--- config.mk ---
export PLATFORM = sky130hd
export DESIGN_NAME = cvtb_pkt_tx
export DESIGN_NICKNAME = d
export VERILOG_FILES = /design/src/rtl/cvtb_pkt_tx.sv
export SDC_FILE = /design/constraint.sdc
export NUM_CORES = 1
export LEC_CHECK = 0
export ABC_AREA = 1
export CAP_MARGIN = 40
export CORE_MARGIN = 2
export CORE_UTILIZATION = 53
export DETAILED_ROUTE_END_ITERATION = 6
export GPL_TIMING_DRIVEN = 0
export MAX_ROUTING_LAYER = met4
export PLACE_DENSITY = 0.88
export SLEW_MARGIN = 20
export SYNTH_ARGS = -nofsm -noshare
export SYNTH_HDL_FRONTEND = slang
export SYNTH_SLANG_ARGS = --single-unit
--- constraint.sdc ---
create_clock -name clk -period 3.15 [get_ports clk]
set_input_delay 0.315 -clock clk [delete_from_list [all_inputs] [get_ports clk]]
set_output_delay 0.315 -clock clk [all_outputs]
set_load 0.01 [all_outputs]
--- src/rtl/cvtb_pkt_tx.sv ---
`default_nettype none
// ============================================================================
// Module      : cvtb_pkt_tx
// Description : Transmit drain engine for the convertible packet buffer.
//               Reads a stored packet [head..tail] (inclusive, wrapping)
//               from single-port memory and streams it out on an
//               out_data/out_ctrl/out_wr/out_rdy interface with a 2-entry
//               fall-through buffer that absorbs the one-cycle read latency.
// Revision    : 1.0 - initial release
// ============================================================================
module cvtb_pkt_tx #(
  parameter int DATA_WIDTH = 64,
  parameter int CTRL_WIDTH = DATA_WIDTH/8,
  parameter int ADDR_WIDTH = 9
) (
  input  logic                             clk,
  input  logic                             reset,
  input  logic                             start,
  input  logic [ADDR_WIDTH-1:0]            head_addr,
  input  logic [ADDR_WIDTH-1:0]            tail_addr,
  output logic [ADDR_WIDTH-1:0]            mem_addr,
  output logic                             mem_rd,
  input  logic [DATA_WIDTH+CTRL_WIDTH-1:0] mem_rdata,
  output logic [DATA_WIDTH-1:0]            out_data,
  output logic [CTRL_WIDTH-1:0]            out_ctrl,
  output logic                             out_wr,
  input  logic                             out_rdy,
  output logic                             busy,
  output logic                             done,
  output logic [ADDR_WIDTH:0]              words_sent
);

  localparam int                CNT_W  = ADDR_WIDTH + 1;
  localparam int                WORD_W = DATA_WIDTH + CTRL_WIDTH;
  localparam logic [CNT_W-1:0]  c_one  = CNT_W'(1);

  typedef enum logic [1:0] {
    S_IDLE = 2'd0,
    S_SEND = 2'd1,
    S_DONE = 2'd2
  } state_t;

  state_t                r_state;
  state_t                w_state_nxt;
  logic [ADDR_WIDTH-1:0] r_rd_ptr;
  logic [CNT_W-1:0]      r_rem_rd;
  logic [CNT_W-1:0]      r_rem_wr;
  logic [CNT_W-1:0]      r_words_sent;
  logic [WORD_W-1:0]     r_buf0;
  logic [WORD_W-1:0]     r_buf1;
  logic [1:0]            r_cnt;
  logic                  r_inflight;

  logic [CNT_W-1:0]      w_len;
  logic                  w_space;
  logic                  w_avail;
  logic                  w_pop;
  logic [WORD_W-1:0]     w_head;

  // Packet length: modular distance head->tail plus one, so tail = head-1 is full depth.
  assign w_len   = {1'b0, tail_addr - head_addr} + c_one;

  // Room for another read only if stored words plus the read in flight stay below 2.
  assign w_space = (r_cnt == 2'd0) || ((r_cnt == 2'd1) && !r_inflight);

  // Head of the output stream: stored word if any, otherwise memory data arriving now.
  assign w_avail = (r_state == S_SEND) && ((r_cnt != 2'd0) || r_inflight);
  assign w_head  = (r_cnt != 2'd0) ? r_buf0 : mem_rdata;
  assign w_pop   = w_avail && out_rdy;

  assign out_wr     = w_pop;
  assign out_data   = w_avail ? w_head[DATA_WIDTH-1:0] : '0;
  assign out_ctrl   = w_avail ? w_head[WORD_W-1:DATA_WIDTH] : '0;
  assign mem_addr   = r_rd_ptr;
  assign words_sent = r_words_sent;

  // State register.
  always_ff @(posedge clk) begin
    if (reset) begin
      r_state <= S_IDLE;
    end else begin
      r_state <= w_state_nxt;
    end
  end

  // Next-state decode plus busy/done/read-issue outputs.
  always_comb begin
    w_state_nxt = r_state;
    busy        = 1'b0;
    done        = 1'b0;
    mem_rd      = 1'b0;
    case (r_state)
      S_IDLE: begin
        if (start) begin
          w_state_nxt = S_SEND;
        end
      end
      S_SEND: begin
        busy   = 1'b1;
        mem_rd = (r_rem_rd != '0) && w_space;
        if (w_pop && (r_rem_wr == c_one)) begin
          w_state_nxt = S_DONE;
        end
      end
      S_DONE: begin
        done        = 1'b1;
        w_state_nxt = S_IDLE;
      end
      default: begin
        w_state_nxt = S_IDLE;
      end
    endcase
  end

  // Read pointer, word counters and the 2-entry fall-through output buffer.
  always_ff @(posedge clk) begin
    if (reset) begin
      r_rd_ptr     <= '0;
      r_rem_rd     <= '0;
      r_rem_wr     <= '0;
      r_words_sent <= '0;
      r_buf0       <= '0;
      r_buf1       <= '0;
      r_cnt        <= 2'd0;
      r_inflight   <= 1'b0;
    end else begin
      if ((r_state == S_IDLE) && start) begin
        r_rd_ptr     <= head_addr;
        r_rem_rd     <= w_len;
        r_rem_wr     <= w_len;
        r_words_sent <= '0;
      end
      if (mem_rd) begin
        r_rd_ptr <= r_rd_ptr + ADDR_WIDTH'(1);
        r_rem_rd <= r_rem_rd - c_one;
      end
      if (w_pop) begin
        r_rem_wr     <= r_rem_wr - c_one;
        r_words_sent <= r_words_sent + c_one;
      end
      r_inflight <= mem_rd;
      case ({r_inflight, w_pop})
        2'b10: begin
          if (r_cnt == 2'd0) begin
            r_buf0 <= mem_rdata;
          end else begin
            r_buf1 <= mem_rdata;
          end
          r_cnt <= r_cnt + 2'd1;
        end
        2'b01: begin
          r_buf0 <= r_buf1;
          r_cnt  <= r_cnt - 2'd1;
        end
        2'b11: begin
          // Empty buffer means the arriving word bypassed straight out.
          if (r_cnt == 2'd1) begin
            r_buf0 <= mem_rdata;
          end else if (r_cnt == 2'd2) begin
            r_buf0 <= r_buf1;
            r_buf1 <= mem_rdata;
          end
        end
        default: begin
        end
      endcase
    end
  end

endmodule
`default_nettype wire

==> results.cfg, run 1 <==
[timing]
period_needed_ns = 3.11
finalMaxSlewViolations = 0
rsz0062_at_grt = true
fin_crit_sh_pct = 98.7
fin_setup_tns_ns = 0
max_slew.worst_pin.slew_ns = 0.636
fin_skew_ns = 0.0170
slew_headroom_pct = 57.6
max_freq_mhz = 322
final-setup-viol-count = 0
hold_viol = 0

[die]
rows = 50
fp.dieW_um = 141
core_area_sq_mm = 0.0186
dieArea_sq_mm = 0.0200
start_util_pct = 53.8
num_io_pins = 189
die_h_um = 141

[route]
first_iter_violations = 910
via_per_inst = 5.54
wire_per_inst_um = 15.4
wirelength_um = 30100
drt_pass1_iterations = 6
drc = 0
ant_nets = 0
vias = 10900

[synth]
synth_area_per_cell_sq_um = 6.68
ys_top_cells_by_area = dfxtp_1 (38%), a21oi_1 (11%), nand2_1 (10%), inv_1 (9.7%), o21ai_0 (8.8%)
yosys.area.top_type_share_pct = 37.7
synth_fp_nets = 1612
yosysTopAreaCell = dfxtp_1
synth-seq-cells = 188
ys_async_sr_fraction_pct = 0
yosys.cell_types.count = 42
synth_edf_count = 0
yosys_warnings = 0
synth.cell_area_sq_mm = 0.0100
synthCells = 1496
synth_flop_cell = dfxtp_1
yosysSeqAreaShare_pct = 37.7

[setup_path]
cp.arrival_ns = 2.80
cp.required_ns = 2.83
crit_chain = inv_1 > ha_1 > buf_4 > inv_2 > o21ai_4 > buf_4 > clkbuf_2 > a21oi_1 > clkdlybuf4s50_1
crit_fanout = 10
endpoint_kind = output pin
critPathMaxStageDelay_ns = 0.59
cpMaxStageDelayCell = clkdlybuf4s50_1
cpMostUsedCell = buf_4
crit_type = flop to output pin
worstSetupStartpointType = flop

[grt]
grt_usage_pct = 30.1
grt-ovfl-total = 0
antenna_found_initial = 1
grt_start_max_net_pins = 20
grt_pass1_vias = 10200
grt_first_pass_wirelength_um = 48000

[finish]
final_util_pct = 69.3
finish.instance_area_sq_mm = 0.0129
drive_above_1_share_pct = 7.42
layout.nets = 1828
area_growth_syn_to_layout_pct = 28.9
instances_no_fill = 1960

[place]
postPlaceCellArea_sq_mm = 0.0122
dp_hpwl_um = 21500
dp.cells = 1917
port_buffers = 187
place.gp.congestion = 0.915

[power_and_ir_drop]
ir_worst_vdd_uv = 460
power_density_mw_per_mm2 = 528
p_leak_uw = 0.00554

[clocking]
cts_inserted_buffers = 17
cts.path.max_buffers = 2
cts.htree.levels = 4
cts_sinks = 188
tritoncts = yes
path_clk_slew_ns = 0.07
clk-insertion-delay-late_ns = 0.45
cts_root_buffer = clkbuf_16

[worst_hold_path]
hold_path.class = input pin to flop

[job]
cap_viol_max_count = 0

[outcome]
status = complete, no violations
==> critical path, delay by kind of cell (launching register included) <==
family	cells	cell delay [ns]
buf+inv	6	1.45
compound gates	2	0.35
flops	1	0.34
fa+ha+maj	1	0.21
==> layout make-up <==
cell class	instances	area (sq um)
antenna	1	2.50
buffer	96	437
clock buffer	18	429
clock inverter	14	153
fill	1500	5700
inverter	265	995
multi-input combinational	946	4860
sequential	188	3760
tap	234	293
timing repair buffer	198	1950
==> final timing paths <==
check / start / to / slack (ns) / depth (start not counted)
max: r_cnt[0] / out_data[59] / 0.04 / 9
max reg2reg: r_cnt[0] / r_buf0[59] / 0.15 / 14
min: reset / words_sent[9] / 0.31 / 2
min reg2reg: r_buf1[6] / r_buf1[6] / 0.45 / 2
==> synthesized netlist by cell type, drive strengths merged, types with 7 or more instances <==
master and instances:
a21oi 230, a31oi 24, buf 29, clkbuf 68, dfxtp 188, ha 21
inv 264, nand2 279, nand3 36, nand4 7, nor2 46, o21ai 182
o22ai 59, or2 20, xor2 12
==> per-stage QoR <==
stage          power (uW)  setup WS, ns  hold WS [ns]
2_1_floorplan        3960         0.453         0.430
3_3_place_gp         4570        -0.542         0.438
3_5_place_dp         4630        -0.599         0.445
4_1_cts              6740        0.0157         0.315
5_1_grt              7120       -0.0371         0.342
6_report             6800        0.0398         0.313
==> kinds of logic after synthesis <==
| kind of cell | count (synthesis) | synth area share [%] |
|---|---|---|
| AND/OR/NAND/NOR | 397 | 16.7 |
| adder cells (fa/ha/maj) | 22 | 2.83 |
| XOR/XNOR | 15 | 1.31 |
| flip-flops | 188 | 37.7 |
| AO/OA/AOI/OAI | 512 | 27.4 |
| buffers and inverters | 362 | 14.1 |
==> flip-flops by register name, summed over array words and instances, names as in the netlist <==
| name | cells |
|---|---|
| mem_addr | 9 |
| r_buf0 | 72 |
| r_buf1 | 72 |
| r_cnt | 2 |
| r_inflight | 1 |
| r_rem_rd | 10 |
| r_rem_wr | 10 |
| r_state | 2 |
| words_sent | 10 |
==> repair_timing <==
item                                    4_1_cts  5_1_grt
hold buffers                                  0        0
gates cloned                                  0        0
buffers inserted                              8        3
pin swaps                                     2        0
endpoints found under the setup margin      161      154
gates resized for setup                      11       33
==> layout by cell type, fill, tap and decap left out, types with 2 or more instances in the layout <==
cell and count:
nor2_2 2, o22ai_1 59, o211ai_1 4, nand3_1 35
nor2_4 5, clkbuf_16 17, a211oi_1 6, inv_8 2
nand4_1 7, clkbuf_2 16, or2_2 17, o21ai_0 175
buf_2 27, nor2_1 39, nor3_1 4, nor3b_1 2
inv_2 5, a31oi_1 24, buf_4 14, clkdlybuf4s50_1 187
or2_0 3, clkbuf_1 48, inv_6 5, clkinv_8 4
a21oi_2 2, xor2_1 12, o21ai_1 6, xnor2_1 3
inv_1 259, ha_1 20, dfxtp_1 188, a21oi_1 227
nand2_1 278
==> power by group <==
part,switching (uW),leakage (uW),internal [uW],total (uW)
clock,1060,0.000281,1060,2120
combinational,1180,0.00372,734,1910
sequential,141,0.00153,2630,2770
total,2370,0.00554,4420,6800
==> routing by layer <==
metal / part of all wire, % / GRT usage (%) / up-vias
met2: 47 / 49.8 / 488
met5: 0 / - / -
met1: 41 / 36.5 / 4982
met4: 3.7 / 13.8 / 0
li1: - / - / 5306
met3: 8.4 / 4.39 / 92
No activity file was read; power rests on OpenSTA's default activity.
==> run 2, diff against run 1 <==
clock period = 3.05 ns   (was 3.15 ns; I/O delays follow)
==> results.cfg, run 2 (same netlist as run 1, synthesis figures left out) <==
[timing]
rsz0062_at_grt = true
slew_headroom_pct = 57.5
hold_viol = 0
period_needed_ns = 3.01
layout_setup_ws_ns = 0.0355
whs_ns = 0.316
fin_crit_sh_pct = 98.8
max_freq_mhz = 332
max_slew.worst_pin.slew_ns = 0.638
final-setup-viol-count = 0
finalMaxSlewViolations = 0
fin_skew_ns = 0.0159

[route]
drc = 0
drt_pass1_iterations = 6
wirelength_um = 30100
via_per_inst = 5.54
ant_nets = 0
wire_per_inst_um = 15.4
vias = 10800
first_iter_violations = 884

[grt]
grt_first_pass_wirelength_um = 48100
antenna_found_initial = 1
grt_usage_pct = 30.2
grt_start_max_net_pins = 20
grt-ovfl-total = 0
grt_pass1_vias = 10300

[clocking]
path_clk_slew_ns = 0.07
clk-insertion-delay-late_ns = 0.45
cts.path.max_buffers = 2
cts.htree.levels = 4
tritoncts = yes
cts_inserted_buffers = 17
cts_root_buffer = clkbuf_16
cts_sinks = 188

[power_and_ir_drop]
p_leak_uw = 0.00556
ir_worst_vdd_uv = 480
power_density_mw_per_mm2 = 545
p_total_uw = 7030

[die]
die_h_um = 141
dieArea_sq_mm = 0.0200
fp.dieW_um = 141
num_io_pins = 189
core_area_sq_mm = 0.0186
rows = 50
start_util_pct = 53.8

[finish]
finish.instance_area_sq_mm = 0.0129
final_common_cell = nand2_1
nFillCells = 1497
final_cell_mix = nand2_1 (278), inv_1 (259), a21oi_1 (224)
reg_top3 = r_buf0 x72, r_buf1 x72
instances_no_fill = 1958
drive_above_1_share_pct = 8.13
area_growth_syn_to_layout_pct = 29.2
layout.nets = 1826

[job]
cap_viol_max_count = 0

[setup_path]
endpoint_kind = output pin
cp.required_ns = 2.74
crit_chain = inv_1 > ha_1 > buf_4 > inv_2 > o21ai_4 > buf_4 > clkbuf_2 > a21oi_1 > clkdlybuf4s50_1
worstSetupStartpointType = flop
cpMaxStageDelayCell = clkdlybuf4s50_1
crit_fanout = 10
cpMostUsedCell = buf_4
critPathMaxStageDelay_ns = 0.58
cp.arrival_ns = 2.71
crit_type = flop to output pin

[place]
port_buffers = 187
dp_hpwl_um = 21500
place.gp.congestion = 0.915
dp.cells = 1917
dp_slack_ns = -0.699
postPlaceCellArea_sq_mm = 0.0122

[outcome]
status = complete, no violations

[worst_hold_path]
hold_path.class = input pin to flop
## run 2: metrics by stage
step	utilization (%)	TNS [ns]
finish	69.5	0
global route	69.5	-1.90
global placement	65.4	-51.85
floorplan	-	0
CTS	69.2	-0.0122
detailed placement	65.4	-58.62
## run 2: final cells by class
class	count	area [sq um]	area share [%]
tap	234	293	2.27
timing repair buffer	196	1940	15.0
multi-input combinational	946	4870	37.7
clock buffer	18	429	3.32
clock inverter	14	153	1.18
inverter	265	995	7.70
antenna	1	2.50	0.0194
sequential	188	3760	29.1
buffer	96	469	3.63
## run 2: report_power, final
group	internal (uW)	switching (uW)
clock	1090	1090
combinational	763	1220
sequential	2720	147
total	4570	2460
## run 2: worst paths after layout
kind                   from       endpoint  slack, ns  depth (start not counted)
setup / recovery   r_cnt[0]   out_data[44]       0.04                          9
hold reg to reg   r_buf1[6]      r_buf1[6]       0.45                          2
setup reg to reg   r_cnt[0]     r_buf1[67]       0.04                         15
hold / removal        reset  words_sent[9]       0.32                          2
## run 2: what timing repair did
| action | 4_1_cts | 5_1_grt |
|---|---|---|
| hold buffers | 0 | 0 |
| pin swaps | 2 | 0 |
| hold endpoints to repair | 0 | 0 |
| cloned | 0 | 0 |
| setup endpoints to repair | 216 | 195 |
| buffers inserted | 9 | 0 |
| resized for setup | 18 | 57 |
## run 2: metal layers
| metal | vias to the layer above | track usage [%] | wire (um) |
|---|---|---|---|
| met5 | - | - | 0 |
| met4 | 0 | 13.8 | 1070 |
| met3 | 90 | 4.42 | 2450 |
| met2 | 512 | 49.9 | 14300 |
| met1 | 4938 | 36.7 | 12200 |
| li1 | 5306 | - | - |
## run 2: critical path, delay by kind of cell (launching register included)
| kind | cells | cell delay, ns |
|---|---|---|
| adders and majority gates | 1 | 0.21 |
| DFF | 1 | 0.35 |
| AOI/OAI and AO/OA | 2 | 0.28 |
| buffers and inverters | 6 | 1.42 |
